`src/rtl/pe_multimode_if.sv`:
```
// pe_multimode_if: neighbour-facing bus of one multimode systolic PE.
//   Inputs to the PE : op_in[2:0] (mode/os_drain/wgt_load), acc_clr, valid_in,
//                      act_in (west), wgt_in (north), psum_in (north).
//   Outputs of the PE: act_out/op_out/valid_out (east), wgt_out (south),
//                      psum_out (south), ovf_flag (sticky overflow).
//   modport master: the side that drives the PE (array edge logic or bench).
//   modport slave : the PE itself.
interface pe_multimode_if #(
    parameter int ACT_WIDTH    = 8,
    parameter int WGT_WIDTH    = 8,
    parameter int PE_OUT_WIDTH = 32
);
    logic        [2:0]              op_in;
    logic                           acc_clr;
    logic                           valid_in;
    logic        [ACT_WIDTH-1:0]    act_in;
    logic signed [WGT_WIDTH-1:0]    wgt_in;
    logic signed [PE_OUT_WIDTH-1:0] psum_in;

    logic        [ACT_WIDTH-1:0]    act_out;
    logic signed [WGT_WIDTH-1:0]    wgt_out;
    logic        [2:0]              op_out;
    logic                           valid_out;
    logic signed [PE_OUT_WIDTH-1:0] psum_out;
    logic                           ovf_flag;

    modport master (
        output op_in, acc_clr, valid_in, act_in, wgt_in, psum_in,
        input  act_out, wgt_out, op_out, valid_out, psum_out, ovf_flag
    );

    modport slave (
        input  op_in, acc_clr, valid_in, act_in, wgt_in, psum_in,
        output act_out, wgt_out, op_out, valid_out, psum_out, ovf_flag
    );
endinterface

```
`src/rtl/pe_multimode.sv`:
```
// pe_multimode: systolic-array processing element with two runtime dataflows.
//   Output-stationary (op_in[2]=1): accumulates act*wgt in place, drains the
//   result down the column through psum_in -> psum_out when os_drain is set.
//   Weight-stationary (op_in[2]=0): holds a preloaded weight; each valid cycle
//   adds act*weight to the partial sum passing from north to south.
// Ports:
//   clk   - clock
//   reset - synchronous, active-high; clears every register
//   bus   - pe_multimode_if.slave carrying operands, control, forwarded
//           neighbour signals, psum_out and the sticky ovf_flag
module pe_multimode #(
    parameter int ACT_WIDTH    = 8,
    parameter int WGT_WIDTH    = 8,
    parameter int PE_OUT_WIDTH = 32,
    parameter int ACT_SIGNED   = 0,
    parameter int SATURATE     = 1
) (
    input  logic           clk,
    input  logic           reset,
    pe_multimode_if.slave  bus
);
    // Product width holds ext(act) * wgt exactly; sum width adds one guard bit.
    localparam int PW = ACT_WIDTH + WGT_WIDTH + 1;
    localparam int SW = PE_OUT_WIDTH + 1;

    localparam logic signed [PE_OUT_WIDTH-1:0] MAX_C = {1'b0, {(PE_OUT_WIDTH-1){1'b1}}};
    localparam logic signed [PE_OUT_WIDTH-1:0] MIN_C = {1'b1, {(PE_OUT_WIDTH-1){1'b0}}};
    localparam logic                           SAT_C = (SATURATE != 0);
    localparam logic                           SGN_C = (ACT_SIGNED != 0);

    // Overflow of the guarded sum: the two top bits disagree.
    function automatic logic ovf_fn(input logic [SW-1:0] sum);
        ovf_fn = sum[SW-1] ^ sum[SW-2];
    endfunction

    // Reduce the guarded sum to W bits, clamping or wrapping on overflow.
    function automatic logic [PE_OUT_WIDTH-1:0] clamp_fn(input logic [SW-1:0] sum,
                                                         input logic sat_en);
        if (ovf_fn(sum) && sat_en) begin
            clamp_fn = sum[SW-1] ? MIN_C : MAX_C;
        end else begin
            clamp_fn = sum[SW-2:0];
        end
    endfunction

    logic        [ACT_WIDTH-1:0]    act_q,   act_d;
    logic        [WGT_WIDTH-1:0]    wgt_q,   wgt_d;
    logic        [2:0]              op_q,    op_d;
    logic                           valid_q, valid_d;
    logic        [PE_OUT_WIDTH-1:0] acc_q,   acc_d;
    logic        [WGT_WIDTH-1:0]    wreg_q,  wreg_d;
    logic                           ovf_q,   ovf_d;

    logic                           mode_os_s;
    logic                           drain_s;
    logic                           load_s;
    logic        [ACT_WIDTH:0]      act_ext_s;
    logic        [WGT_WIDTH-1:0]    wgt_sel_s;
    logic        [PW-1:0]           act_wide_s;
    logic        [PW-1:0]           wgt_wide_s;
    logic        [PW-1:0]           prod_s;
    logic        [SW-1:0]           prod_ext_s;
    logic        [PE_OUT_WIDTH-1:0] addend_s;
    logic        [SW-1:0]           sum_s;
    logic        [PE_OUT_WIDTH-1:0] mac_res_s;
    logic                           mac_ovf_s;

    // Datapath: operand extension, multiply, guarded add and clamp.
    always_comb begin
        mode_os_s  = bus.op_in[2];
        drain_s    = bus.op_in[1];
        load_s     = bus.op_in[0];
        act_ext_s  = SGN_C ? {bus.act_in[ACT_WIDTH-1], bus.act_in}
                           : {1'b0, bus.act_in};
        // OS multiplies by the streaming weight, WS by the stationary one.
        wgt_sel_s  = mode_os_s ? bus.wgt_in : wreg_q;
        act_wide_s = {{(PW-ACT_WIDTH-1){act_ext_s[ACT_WIDTH]}}, act_ext_s};
        wgt_wide_s = {{(PW-WGT_WIDTH){wgt_sel_s[WGT_WIDTH-1]}}, wgt_sel_s};
        prod_s     = $signed(act_wide_s) * $signed(wgt_wide_s);
        prod_ext_s = {{(SW-PW){prod_s[PW-1]}}, prod_s};
        addend_s   = mode_os_s ? acc_q : bus.psum_in;
        sum_s      = {addend_s[PE_OUT_WIDTH-1], addend_s} + prod_ext_s;
        mac_res_s  = clamp_fn(sum_s, SAT_C);
        mac_ovf_s  = ovf_fn(sum_s);
    end

    // Next-state selection for forwarding, accumulator, weight and flag.
    always_comb begin
        act_d   = bus.act_in;
        wgt_d   = bus.wgt_in;
        op_d    = bus.op_in;
        valid_d = bus.valid_in;
        acc_d   = acc_q;
        wreg_d  = wreg_q;
        ovf_d   = ovf_q;
        if (mode_os_s) begin
            if (drain_s) begin
                // Drain shifts the column; a concurrent MAC is dropped.
                acc_d = bus.psum_in;
            end else if (bus.acc_clr) begin
                ovf_d = 1'b0;
                // Clear-and-start: a lone product always fits in W bits.
                acc_d = bus.valid_in ? prod_ext_s[PE_OUT_WIDTH-1:0]
                                     : {PE_OUT_WIDTH{1'b0}};
            end else if (bus.valid_in) begin
                acc_d = mac_res_s;
                ovf_d = ovf_q | mac_ovf_s;
            end else begin
                acc_d = acc_q;
            end
        end else begin
            // The MAC above already used the old weight; a load lands after it.
            if (load_s) begin
                wreg_d = bus.wgt_in;
            end else begin
                wreg_d = wreg_q;
            end
            if (bus.valid_in) begin
                acc_d = mac_res_s;
            end else begin
                acc_d = bus.psum_in;
            end
            // acc_clr clears history; an overflow in this same cycle still shows.
            ovf_d = (ovf_q & ~bus.acc_clr) | (bus.valid_in & mac_ovf_s);
        end
    end

    // State registers with synchronous reset.
    always_ff @(posedge clk) begin
        if (reset) begin
            act_q   <= {ACT_WIDTH{1'b0}};
            wgt_q   <= {WGT_WIDTH{1'b0}};
            op_q    <= 3'b000;
            valid_q <= 1'b0;
            acc_q   <= {PE_OUT_WIDTH{1'b0}};
            wreg_q  <= {WGT_WIDTH{1'b0}};
            ovf_q   <= 1'b0;
        end else begin
            act_q   <= act_d;
            wgt_q   <= wgt_d;
            op_q    <= op_d;
            valid_q <= valid_d;
            acc_q   <= acc_d;
            wreg_q  <= wreg_d;
            ovf_q   <= ovf_d;
        end
    end

    assign bus.act_out   = act_q;
    assign bus.wgt_out   = wgt_q;
    assign bus.op_out    = op_q;
    assign bus.valid_out = valid_q;
    assign bus.psum_out  = acc_q;
    assign bus.ovf_flag  = ovf_q;
endmodule

```
`src/flat_wrapper.sv`:
```
// flat-port wrapper written by rule: the top's interface ports become plain ports
module pe_multimode_flat 
#(
    parameter int ACT_WIDTH    = 8,
    parameter int WGT_WIDTH    = 8,
    parameter int PE_OUT_WIDTH = 32,
    parameter int ACT_SIGNED   = 0,
    parameter int SATURATE     = 1
)
  (clk, reset, bus_op_in, bus_acc_clr, bus_valid_in, bus_act_in, bus_wgt_in, bus_psum_in, bus_act_out, bus_wgt_out, bus_op_out, bus_valid_out, bus_psum_out, bus_ovf_flag);
  pe_multimode_if #(.ACT_WIDTH(ACT_WIDTH), .WGT_WIDTH(WGT_WIDTH), .PE_OUT_WIDTH(PE_OUT_WIDTH)) bus_i ();
  input  logic clk;
  input  logic reset;
  input wire logic [$bits(bus_i.op_in)-1:0] bus_op_in;
  input wire logic [$bits(bus_i.acc_clr)-1:0] bus_acc_clr;
  input wire logic [$bits(bus_i.valid_in)-1:0] bus_valid_in;
  input wire logic [$bits(bus_i.act_in)-1:0] bus_act_in;
  input wire logic [$bits(bus_i.wgt_in)-1:0] bus_wgt_in;
  input wire logic [$bits(bus_i.psum_in)-1:0] bus_psum_in;
  output wire logic [$bits(bus_i.act_out)-1:0] bus_act_out;
  output wire logic [$bits(bus_i.wgt_out)-1:0] bus_wgt_out;
  output wire logic [$bits(bus_i.op_out)-1:0] bus_op_out;
  output wire logic [$bits(bus_i.valid_out)-1:0] bus_valid_out;
  output wire logic [$bits(bus_i.psum_out)-1:0] bus_psum_out;
  output wire logic [$bits(bus_i.ovf_flag)-1:0] bus_ovf_flag;
  assign bus_i.op_in = bus_op_in;
  assign bus_i.acc_clr = bus_acc_clr;
  assign bus_i.valid_in = bus_valid_in;
  assign bus_i.act_in = bus_act_in;
  assign bus_i.wgt_in = bus_wgt_in;
  assign bus_i.psum_in = bus_psum_in;
  assign bus_act_out = bus_i.act_out;
  assign bus_wgt_out = bus_i.wgt_out;
  assign bus_op_out = bus_i.op_out;
  assign bus_valid_out = bus_i.valid_out;
  assign bus_psum_out = bus_i.psum_out;
  assign bus_ovf_flag = bus_i.ovf_flag;
  pe_multimode #(.ACT_WIDTH(ACT_WIDTH), .WGT_WIDTH(WGT_WIDTH), .PE_OUT_WIDTH(PE_OUT_WIDTH), .ACT_SIGNED(ACT_SIGNED), .SATURATE(SATURATE)) u_core (.clk(clk), .reset(reset), .bus(bus_i));
endmodule
```
`config.mk`:
```
export PLATFORM = sky130hd
export DESIGN_NAME = pe_multimode_flat
export DESIGN_NICKNAME = d
export VERILOG_FILES = /design/src/rtl/pe_multimode_if.sv /design/src/rtl/pe_multimode.sv /design/src/flat_wrapper.sv
export SDC_FILE = /design/constraint.sdc
export NUM_CORES = 1
export LEC_CHECK = 0
export ABC_CLOCK_PERIOD_IN_PS = 17700
export CAP_MARGIN = 20
export CORE_ASPECT_RATIO = 1.4
export CORE_UTILIZATION = 45
export DETAILED_ROUTE_END_ITERATION = 10
export PLACE_DENSITY_LB_ADDON = 0.2
export RECOVER_POWER = 100
export SYNTH_ARGS = -nofsm -noshare
export SYNTH_HDL_FRONTEND = slang
export SYNTH_SLANG_ARGS = --single-unit
```
`constraint.sdc`:
```
create_clock -name clk -period 17.7 [get_ports clk]
set_clock_uncertainty 0.2 [all_clocks]
set_input_delay 5.31 -clock clk [delete_from_list [all_inputs] [get_ports clk]]
set_output_delay 5.31 -clock clk [all_outputs]
set_load 0.02 [all_outputs]
```
# [Word level (Yosys, flattened, before mapping)]
# Cells that the tools add are included.
[op_classes] add_sub_neg=1 multipliers=1 eq_ne=3 muxes=14 bitwise_logic=7 n_reduce_logical=2
[op_table] op="32-bit 2-to-1 mux" count=9
[op_table] op="32-bit by 17-bit adder with 33-bit output" count=1
[op_table] op="9-bit by 8-bit multiplier with 17-bit output" count=1
[op_table] op="8-bit 2-to-1 mux" count=1
[op_table] op="1-bit 2-to-1 mux" count=4
[op_table] op="4-bit by 2-bit inequality test with 1-bit output, second input constant" count=1
[op_table] op="2-bit AND reduction" count=2
[op_table] op="3-bit by 1-bit inequality test with 1-bit output, second input constant" count=1
[op_table] op="1-bit AND" count=2
[op_table] op="2-bit inequality test, second input constant" count=1
[op_table] op="1-bit NOT" count=2
[op_table] op="1-bit OR" count=2
[op_table] op="1-bit XOR" count=1
[word_totals] reg_bits=61 input_bits=55 out_inout_bits=53

# [Depth between registers and ports, before layout]
# Gate-level depths: netlist of the first run.
[depth] depth_word=9 ltp_mapped=38 mapped_depth_nobuf=31

# [Worst setup path before layout of the first run]
# OpenSTA, ideal clock, no wires.
[synth_path] path_type="input port to flip-flop" start="in bus_op_in[2]" end="reg u_core.acc_q[15] (netlist: u_core.bus.psum_out[15])" setup_ns=0.127 arrival_ns=13.750 path_slack_ns=3.623 cell_stages=34 path_cell_list="buf_2 buf_2 buf_2 buf_1 buf_1 mux2i_1 nand2b_1 fa_1 fa_1 inv_1 fa_1 inv_1 fa_1 inv_1 ha_1 o211a_1 a211oi_4 o211a_1 nor3_4 buf_6 inv_4 buf_2 buf_1 ha_1 a21oi_1 nand3_1 and2_1 a2111oi_2 nor2_1 and4bb_2 nor2_4 buf_6 a2111oi_2 nor3_1"
[synth_between] elab_chain_cells=9 word_cells_on_any_way=14 cone_classes="add/sub: 1; mul: 1; eq/ne: 1; mux: 10; bitwise: 1"
[synth_rtl] element="start, declared" line_no="flat_wrapper.sv:14" rtl="input wire logic [$bits(bus_i.op_in)-1:0] bus_op_in;"
[synth_rtl] element="8-bit 2-to-1 mux" line_no="pe_multimode.sv:76" rtl="wgt_sel_s = mode_os_s ? bus.wgt_in : wreg_q;"
[synth_rtl] element="9-bit by 8-bit multiplier with 17-bit output" line_no="pe_multimode.sv:79" rtl="prod_s = $signed(act_wide_s) * $signed(wgt_wide_s);"
[synth_rtl] element="32-bit by 17-bit adder with 33-bit output" line_no="pe_multimode.sv:82" rtl="sum_s = {addend_s[PE_OUT_WIDTH-1], addend_s} + prod_ext_s;"
[synth_rtl] element="32-bit 2-to-1 mux or 1-bit XOR (tied branches)" line_no="pe_multimode.sv:40, pe_multimode.sv:33"
[synth_rtl] element="32-bit 2-to-1 mux" line_no="pe_multimode.sv:39" rtl="if (ovf_fn(sum) && sat_en) begin"
[synth_rtl] element="32-bit 2-to-1 mux" line_no="pe_multimode.sv:105" rtl="end else if (bus.valid_in) begin"
[synth_rtl] element="32-bit 2-to-1 mux" line_no="pe_multimode.sv:100" rtl="end else if (bus.acc_clr) begin"
[synth_rtl] element="32-bit 2-to-1 mux" line_no="pe_multimode.sv:97" rtl="if (drain_s) begin"
[synth_rtl] element="32-bit 2-to-1 mux" line_no="pe_multimode.sv:96" rtl="if (mode_os_s) begin"
[synth_rtl] element="end signal, assigned" line_no="pe_multimode.sv:135" rtl="acc_q <= {PE_OUT_WIDTH{1'b0}};"
[synth_rtl] element="end, declared" line_no="pe_multimode.sv:50" rtl="logic [PE_OUT_WIDTH-1:0] acc_q, acc_d;"
# Several ways; a longest one is shown, not always the timed one. The select of a mux whose other input is x is not followed.
# A chain may end at the register's enable or synchronous reset.

# [Worst setup path after layout of the first run]
[layout_path] start="in bus_wgt_in[7]" end="reg u_core.acc_q[26] (netlist: u_core.bus.psum_out[26])"
[layout_between] elab_chain_cells=9 word_cells_on_any_way=12 cone_classes="add/sub: 1; mul: 1; mux: 9; bitwise: 1"
[layout_rtl] element="start, declared" line_no="flat_wrapper.sv:18" rtl="input wire logic [$bits(bus_i.wgt_in)-1:0] bus_wgt_in;"
[layout_rtl] element="8-bit 2-to-1 mux (*)" line_no="pe_multimode.sv:76"
[layout_rtl] element="9-bit by 8-bit multiplier with 17-bit output (*)" line_no="pe_multimode.sv:79"
[layout_rtl] element="32-bit by 17-bit adder with 33-bit output" line_no="pe_multimode.sv:82"
[layout_rtl] element="32-bit 2-to-1 mux or 1-bit XOR (tied branches)" line_no="pe_multimode.sv:40, pe_multimode.sv:33"
[layout_rtl] element="32-bit 2-to-1 mux" line_no="pe_multimode.sv:39"
[layout_rtl] element="32-bit 2-to-1 mux" line_no="pe_multimode.sv:105"
[layout_rtl] element="32-bit 2-to-1 mux" line_no="pe_multimode.sv:100"
[layout_rtl] element="32-bit 2-to-1 mux" line_no="pe_multimode.sv:97"
[layout_rtl] element="32-bit 2-to-1 mux (*)" line_no="pe_multimode.sv:96"
# Every way passes the cells marked *; elsewhere a longest branch is shown, timed or not. The select of a mux whose other input is x is not followed.

==> key figures, run 1 <==
Global routing
  – Pin count of the biggest net entering global routing: 81
  – Tot GR Track Use: 28.4%
  – Global-route wire length before repair: 39700 um
  – GRT overflow: 0
  – Vias in the first global route: 7816
  – Initial antenna violation count: 0

Synth
  – Gate Count Post-Synth: 988
  – Post-Synth XOR/XNOR Area: 4.79%
  – Synthesized flop and latch total: 61
  – Largest area contributor in the netlist: dfxtp_1
  – Synth top area share: 15.6%
  – Post-synth EDFFs: 0
  – Seq/Total Area, Yosys: 15.6%
  – Synth Net Count: 1148
  – Post-Synth Simple-Gate Area: 21.7%
  – Adder and majority gate portion of the synthesized area: 20.4%
  – YS warnings: 0
  – Synthesized area per cell: 7.94 sq um
  – Asr flop ratio synth: 0%
  – Synth cell types: 82
  – Count leader, synth: nor2_1
  – Most used DFF post-synth: dfxtp_1
  – Largest family of logic cells by synthesized area: compound AO/OA/AOI/OAI gates
  – Post-synthesis compound-gate area fraction: 25.1%
  – Mux cell area share after synthesis: 6.56%
  – Synth top area cells: dfxtp_1 16%, ha_1 11%, fa_1 9.7%
  – Post-synthesis instance area: 0.00784 sq mm
  – Synth top cells by count: 91 x nor2_1, 77 x a21oi_1, 70 x inv_1

Route
  – Via density: 5.95
  – Vias: 7771
  – # DRC: 0
  – Drt first pass iters: 5
  – Starting DRT DRC Count: 583
  – Drt wl/cell: 18.8 um
  – Routed Antenna Nets: 0
  – Final wirelength: 24600 um

STA
  – Final worst slack: 2230 ps
  – Setup TNS: 0 ps
  – Final-report hold violation count: 0
  – Actual slew at the worst max-slew pin: 2720 ps
  – Part of the cycle the worst path needs: 87.4%
  – Final setup fails: 0
  – Post-route minimum period: 15470 ps
  – RSZ-0062 raised after global routing: false
  – Slew headroom: -81.1%
  – Fmax: 64.6 MHz
  – Final slew viol count: 59

Critical path
  – WP data required: 17750 ps
  – Most frequent CP cell: fa_1
  – Crit end category: register
  – Slowest CP cell: clkinvlp_2
  – CP arrival: 15520 ps
  – Worst Setup Path Type: in -> reg
  – Crit path largest cell delay: 1130 ps
  – Type of origin of the critical path: input pin
  – Maximum fanout along the worst path: 33

Power and ir drop
  – Leak: 0.00408 uW
  – Maximum vdd drop: 0.0468 mV
  – Power per cell area: 107 mW/mm^2

Min path
  – Worst hold path type: reg -> reg

Clock network
  – Resized cells post-CTS: 0
  – H-tree depth: 3
  – Worst skew pair latency: 360 ps
  – Total CTS buffers: 9
  – Clk buf depth: 2
  – Worst-path clk slew: 60 ps
  – CTS tree: built
  – Clk sinks: 61
  – Root Buffer: clkbuf_16
  – Postcts setup bufs: 0
  – # hold bufs at CTS: 0

Floorplanning
  – Die area: 0.0180 sq mm
  – Starting Density: 46.5%
  – Row Count: 56
  – Die Y: 158 um
  – Core area: 0.0169 sq mm
  – Total I/O pin count: 108
  – Die X: 114 um

Outcome
  – Status: finished, violations left
  – Failing checks: capacitance limit, slew limit

Placement
  – Pre-CTS setup slack: 3310 ps
  – IO Port Bufs: 107
  – DP Wirelength: 18800 um
  – RePlAce Congestion: 1.01

Final layout
  – Total Nets Final: 1230
  – Layout cell share with drive strength beyond 1: 7.26%
  – ANT cells: 0
  – Synthesis-to-finish area growth: 18.5%

Flow run
  – Max_cap viols: 1
cell usage in the layout (no fill, tap or decap), drive strengths merged, types with 11 or more instances in the layout:
cell type       n
a211oi         29
fa             38
clkdlybuf4s50  51
o21ai          46
dfxtp          61
dlygate4sd3    54
o22ai          23
xor2           12
mux2i          24
a21o           22
nor2b          59
nand2          68
a21oi          77
xnor2          30
inv            70
mux2           24
nor2           93
a31oi          11
and2           16
nand2b         14
nand3          14
ha             67
nor3           18
sequential cells by signal, summed over array words and instances, names as in the netlist:
signal                count
u_core.bus.psum_out      32
u_core.bus.act_out        8
u_core.bus.wgt_out        8
u_core.wreg_q             8
u_core.bus.op_out         3
u_core.bus.ovf_flag       1
u_core.bus.valid_out      1
through the flow:
step | instance area, sq um | util, % | hold WS, ps | std cells | power [uW]
after global placement | 9060 | 53.7 | 270 | 1291 | 833
after global routing | 9290 | 55.0 | 331 | 1307 | 1070
after detailed placement | 9060 | 53.7 | 282 | 1291 | 834
final | 9290 | 55.0 | 293 | 1307 | 992
after CTS | 9340 | 55.3 | 296 | 1307 | 1010
after floorplan | 7840 | - | 256 | 988 | 657
cell type report:
cell class              count  area [sq um]
clock buffers               9           225
repair buffers            115          1120
clock inverters             7          52.6
multi-input cells         812          6120
flip-flops and latches     61          1220
well taps                 232           290
fillers                  1651          7590
inverters                  71           268
kinds of logic after synthesis:
kind of cell	count (synthesis)
flops	61
buf+inv	115
compound gates	289
mux	48
fa+ha+maj	105
xor+xnor	42
simple gates	328
path summary, 6_finish.rpt:
path / start / endpoint / slack (ps) / cells past startpoint
min: u_core.wreg_q[6] / u_core.wreg_q[6] / 290 / 2
max: bus_wgt_in[7] / u_core.bus.psum_out[26] / 2230 / 27
max reg2reg: u_core.wreg_q[7] / u_core.bus.psum_out[26] / 7510 / 26
min reg2reg: u_core.wreg_q[6] / u_core.wreg_q[6] / 290 / 2
per-layer routing:
metal | vias to the layer above | track usage, % | wire length, um
li1 | 3728 | - | -
met1 | 3698 | 31.3 | 9620
met2 | 260 | 52.0 | 12700
met3 | 85 | 2.76 | 970
met4 | 0 | 17.9 | 1290
met5 | - | 0 | 0
where the power goes:
part	leakage [uW]	internal [uW]	switching, uW	total [uW]
clock	0.000135	95.2	77.9	173
combinational	0.00344	267	374	641
sequential	0.000507	159	18.9	178
critical path: cells and delay by family:
family,cells,cell delay [ps]
fa+ha+maj,6,3220
buf+inv,6,2150
simple gates,6,1930
compound gates,7,1770
mux,2,1110
Note: power is estimated with default switching activity, not from simulation.
==> inputs of run 2 (changes only) <==
- DONT_BUFFER_PORTS: unset -> 1
- TNS_END_PERCENT: unset -> 10
==> run 2 against run 1 <==
Critical path depth fell by 2. Utilization shrank 6.3 points. Via count down 7.2%. Highest routed layer unchanged. Clock power grew 6%. Setup slack improved by 160 ps. Total power shrank 3.8%. Register-to-register slack got worse by 350 ps. Flip-flop and latch count unchanged. Largest power group unchanged. Cell count shrank 8.5%. Design area down 11%. The run now ends clean. Critical endpoint is now u_core.bus.psum_out[16].
==> key figures, run 2 (same netlist as run 1, synthesis figures left out) <==
Floorplanning
  – Starting Density: 46.5% (unchanged)
  – Total I/O pin count: 108 (unchanged)
  – Die X: 114 um (unchanged)
  – Die Y: 158 um (unchanged)
  – Core area: 0.0169 sq mm (unchanged)
  – Die area: 0.0180 sq mm (unchanged)
  – Row Count: 56 (unchanged)

STA
  – Final-report hold violation count: 0 (unchanged)
  – Final slew viol count: 0 (-100%)
  – Post-route minimum period: 15310 ps (-159 ps)
  – RSZ-0062 raised after global routing: false
  – Setup TNS: 0 ps (unchanged)
  – Slew headroom: 17.0% (+98 points)
  – Actual slew at the worst max-slew pin: 1240 ps (-1480 ps)
  – Part of the cycle the worst path needs: 86.5% (-0.90 points)
  – Fmax: 65.3 MHz (+1.0%)
  – Final setup fails: 0 (unchanged)

Outcome
  – Status: completed

Final layout
  – Synthesis-to-finish area growth: 5.02%
  – ANT cells: 0 (unchanged)
  – # fillers: 1681 (+1.8%)
  – Commonest non-fill, non-tap cell in the layout: nor2_1
  – Area of the multi-input gates: 0.00613 sq mm (+0.20%)
  – Register area: 0.00122 sq mm (unchanged)
  – Most frequent cells in the layout: 91 x nor2_1, 77 x a21oi_1, 70 x inv_1, 67 x nand2_1, 67 x ha_1
  – Max reg flops: 32 (unchanged)
  – Total Nets Final: 1120 (-8.9%)
  – Layout cell share with drive strength beyond 1: 7.47% (+0.21 points)

Clock network
  – Worst-path clk slew: 60 ps (about the same)
  – Root Buffer: clkbuf_16
  – Total CTS buffers: 9 (unchanged)
  – Resized cells post-CTS: 0 (unchanged)
  – # hold bufs at CTS: 0 (unchanged)
  – Worst skew pair latency: 350 ps (about the same)
  – H-tree depth: 3 (unchanged)
  – Clk sinks: 61 (unchanged)
  – Postcts setup bufs: 0 (unchanged)
  – CTS tree: built
  – Clk buf depth: 2 (unchanged)

Global routing
  – Pin count of the biggest net entering global routing: 89 (+9.9%)
  – Global-route wire length before repair: 37900 um (-4.7%)
  – Initial antenna violation count: 0 (unchanged)
  – GRT overflow: 0 (unchanged)
  – Vias in the first global route: 7153 (-8.5%)
  – Tot GR Track Use: 27.3% (-1.1 points)

Power and ir drop
  – Maximum vdd drop: 0.0501 mV (+7.0%)
  – Tot Pwr: 955 uW (-3.8%)
  – Power per cell area: 116 mW/mm^2 (+8.5%)
  – Leak: 0.00357 uW (-12%)

Critical path
  – R2r worst-path depth: 25 (-3.8%)
  – Crit end category: register
  – Type of origin of the critical path: input pin
  – FF-to-FF Start: u_core.wreg_q[3]
  – CP arrival: 15320 ps (-200 ps)
  – Maximum fanout along the worst path: 88 (+170%)
  – Worst Setup Path Type: in -> reg
  – WP data required: 17700 ps (-50 ps)
  – R2R Setup Slk: 7160 ps (-350 ps)
  – R2R Path End: u_core.bus.psum_out[16]

Min path
  – Hold Path Sink: u_core.wreg_q[2]
  – Hold depth: 2 (unchanged)
  – Worst hold path type: reg -> reg
  – Worst Hold Launch: u_core.wreg_q[2]

Route
  – Drt first pass iters: 5 (unchanged)
  – # DRC: 0 (unchanged)
  – Vias: 7212 (-7.2%)
  – Via density: 6.03 (+1.4%)
  – Routed Antenna Nets: 0 (unchanged)
  – Drt wl/cell: 20.0 um (+6.6%)
  – Starting DRT DRC Count: 486 (-17%)
  – Final wirelength: 24000 um (-2.4%)

Flow run
  – Max_cap viols: 0 (-1)

Placement
  – RePlAce Congestion: 0.967 (-4.2%)
  – IO Port Bufs: 0 (-100%)
  – DP Wirelength: 18100 um (-3.6%)
run 2: cell types whose count changed in the layout (fill, tap and decap cells not counted), sizes merged:
cell           change
clkinv             -3
bufinv             +1
clkdlybuf4s50     -51
clkbuf             +1
buf                -4
clkinvlp           -1
dlygate4sd3       -54
run 2: worst max-delay path, cell delays in order:
cell and delay (ps):
mux2i_1 690, nand2b_1 230, fa_1 460, fa_1 550, inv_1 60, fa_1 500, inv_1 60, fa_1 530
inv_1 40, ha_1 340, o211a_1 280, a211oi_4 310, nor4_1 170, nor3_4 680, clkinvlp_2 1290, ha_1 800
a21oi_1 510, nand3_1 220, and2_0 210, a2111oi_0 520, o221ai_1 190, o211ai_1 160, nand2_2 420, nor3_4 600
a211oi_1 130
run 2: power by group:
part / internal [uW] / switching (uW) / leakage (uW) / total (uW)
clock: 112 / 71.9 / 0.000145 / 184
combinational: 235 / 328 / 0.00292 / 563
sequential: 159 / 48.5 / 0.000507 / 207
run 2: per-stage QoR:
stage / hold WS, ps / setup slack (ps) / instances / cell area (sq um) / utilization (%)
after floorplan: 256 / 3620 / 988 / 7840 / -
after global placement: 268 / 3660 / 1180 / 7970 / 47.2
after detailed placement: 281 / 3490 / 1180 / 7970 / 47.2
after CTS: 298 / 3840 / 1195 / 8260 / 48.9
after global routing: 313 / 1620 / 1196 / 8240 / 48.8
final: 293 / 2390 / 1196 / 8240 / 48.8
run 2: how the worst max path moves through the flow:
stage                 start                       to  slack [ps]  depth (start not counted)
2_1_floorplan  bus_op_in[2]  u_core.bus.psum_out[15]        3620                         34
3_3_place_gp   bus_op_in[2]  u_core.bus.psum_out[28]        3660                         25
3_5_place_dp   bus_op_in[2]  u_core.bus.psum_out[28]        3490                         25
4_1_cts        bus_op_in[2]  u_core.bus.psum_out[28]        3840                         25
5_1_grt        bus_op_in[2]  u_core.bus.psum_out[20]        1620                         25
6_report       bus_op_in[2]  u_core.bus.psum_out[16]        2390                         25
run 2: routing by layer:
layer | GRT usage, % | part of all wire (%) | vias to the layer above
li1 | - | - | 3498
met1 | 28.9 | 38 | 3415
met2 | 49.3 | 51 | 227
met3 | 6.89 | 6.3 | 72
met4 | 15.3 | 5.1 | 0
met5 | 0 | 0 | -
run 2: area by class of cell:
type,count,area share [%]
clock buffers,11,2.95
flip-flops and latches,61,14.8
multi-input cells,812,74.4
inverters,71,3.25
clock inverters,4,0.592
well taps,232,3.52
repair buffers,5,0.456
==> inputs of run 3 (changes only) <==
- CTS_CLUSTER_SIZE: unset -> 24
==> results of run 3 <==
No change in the layout: final DEF, timing and power equal those of run 2.
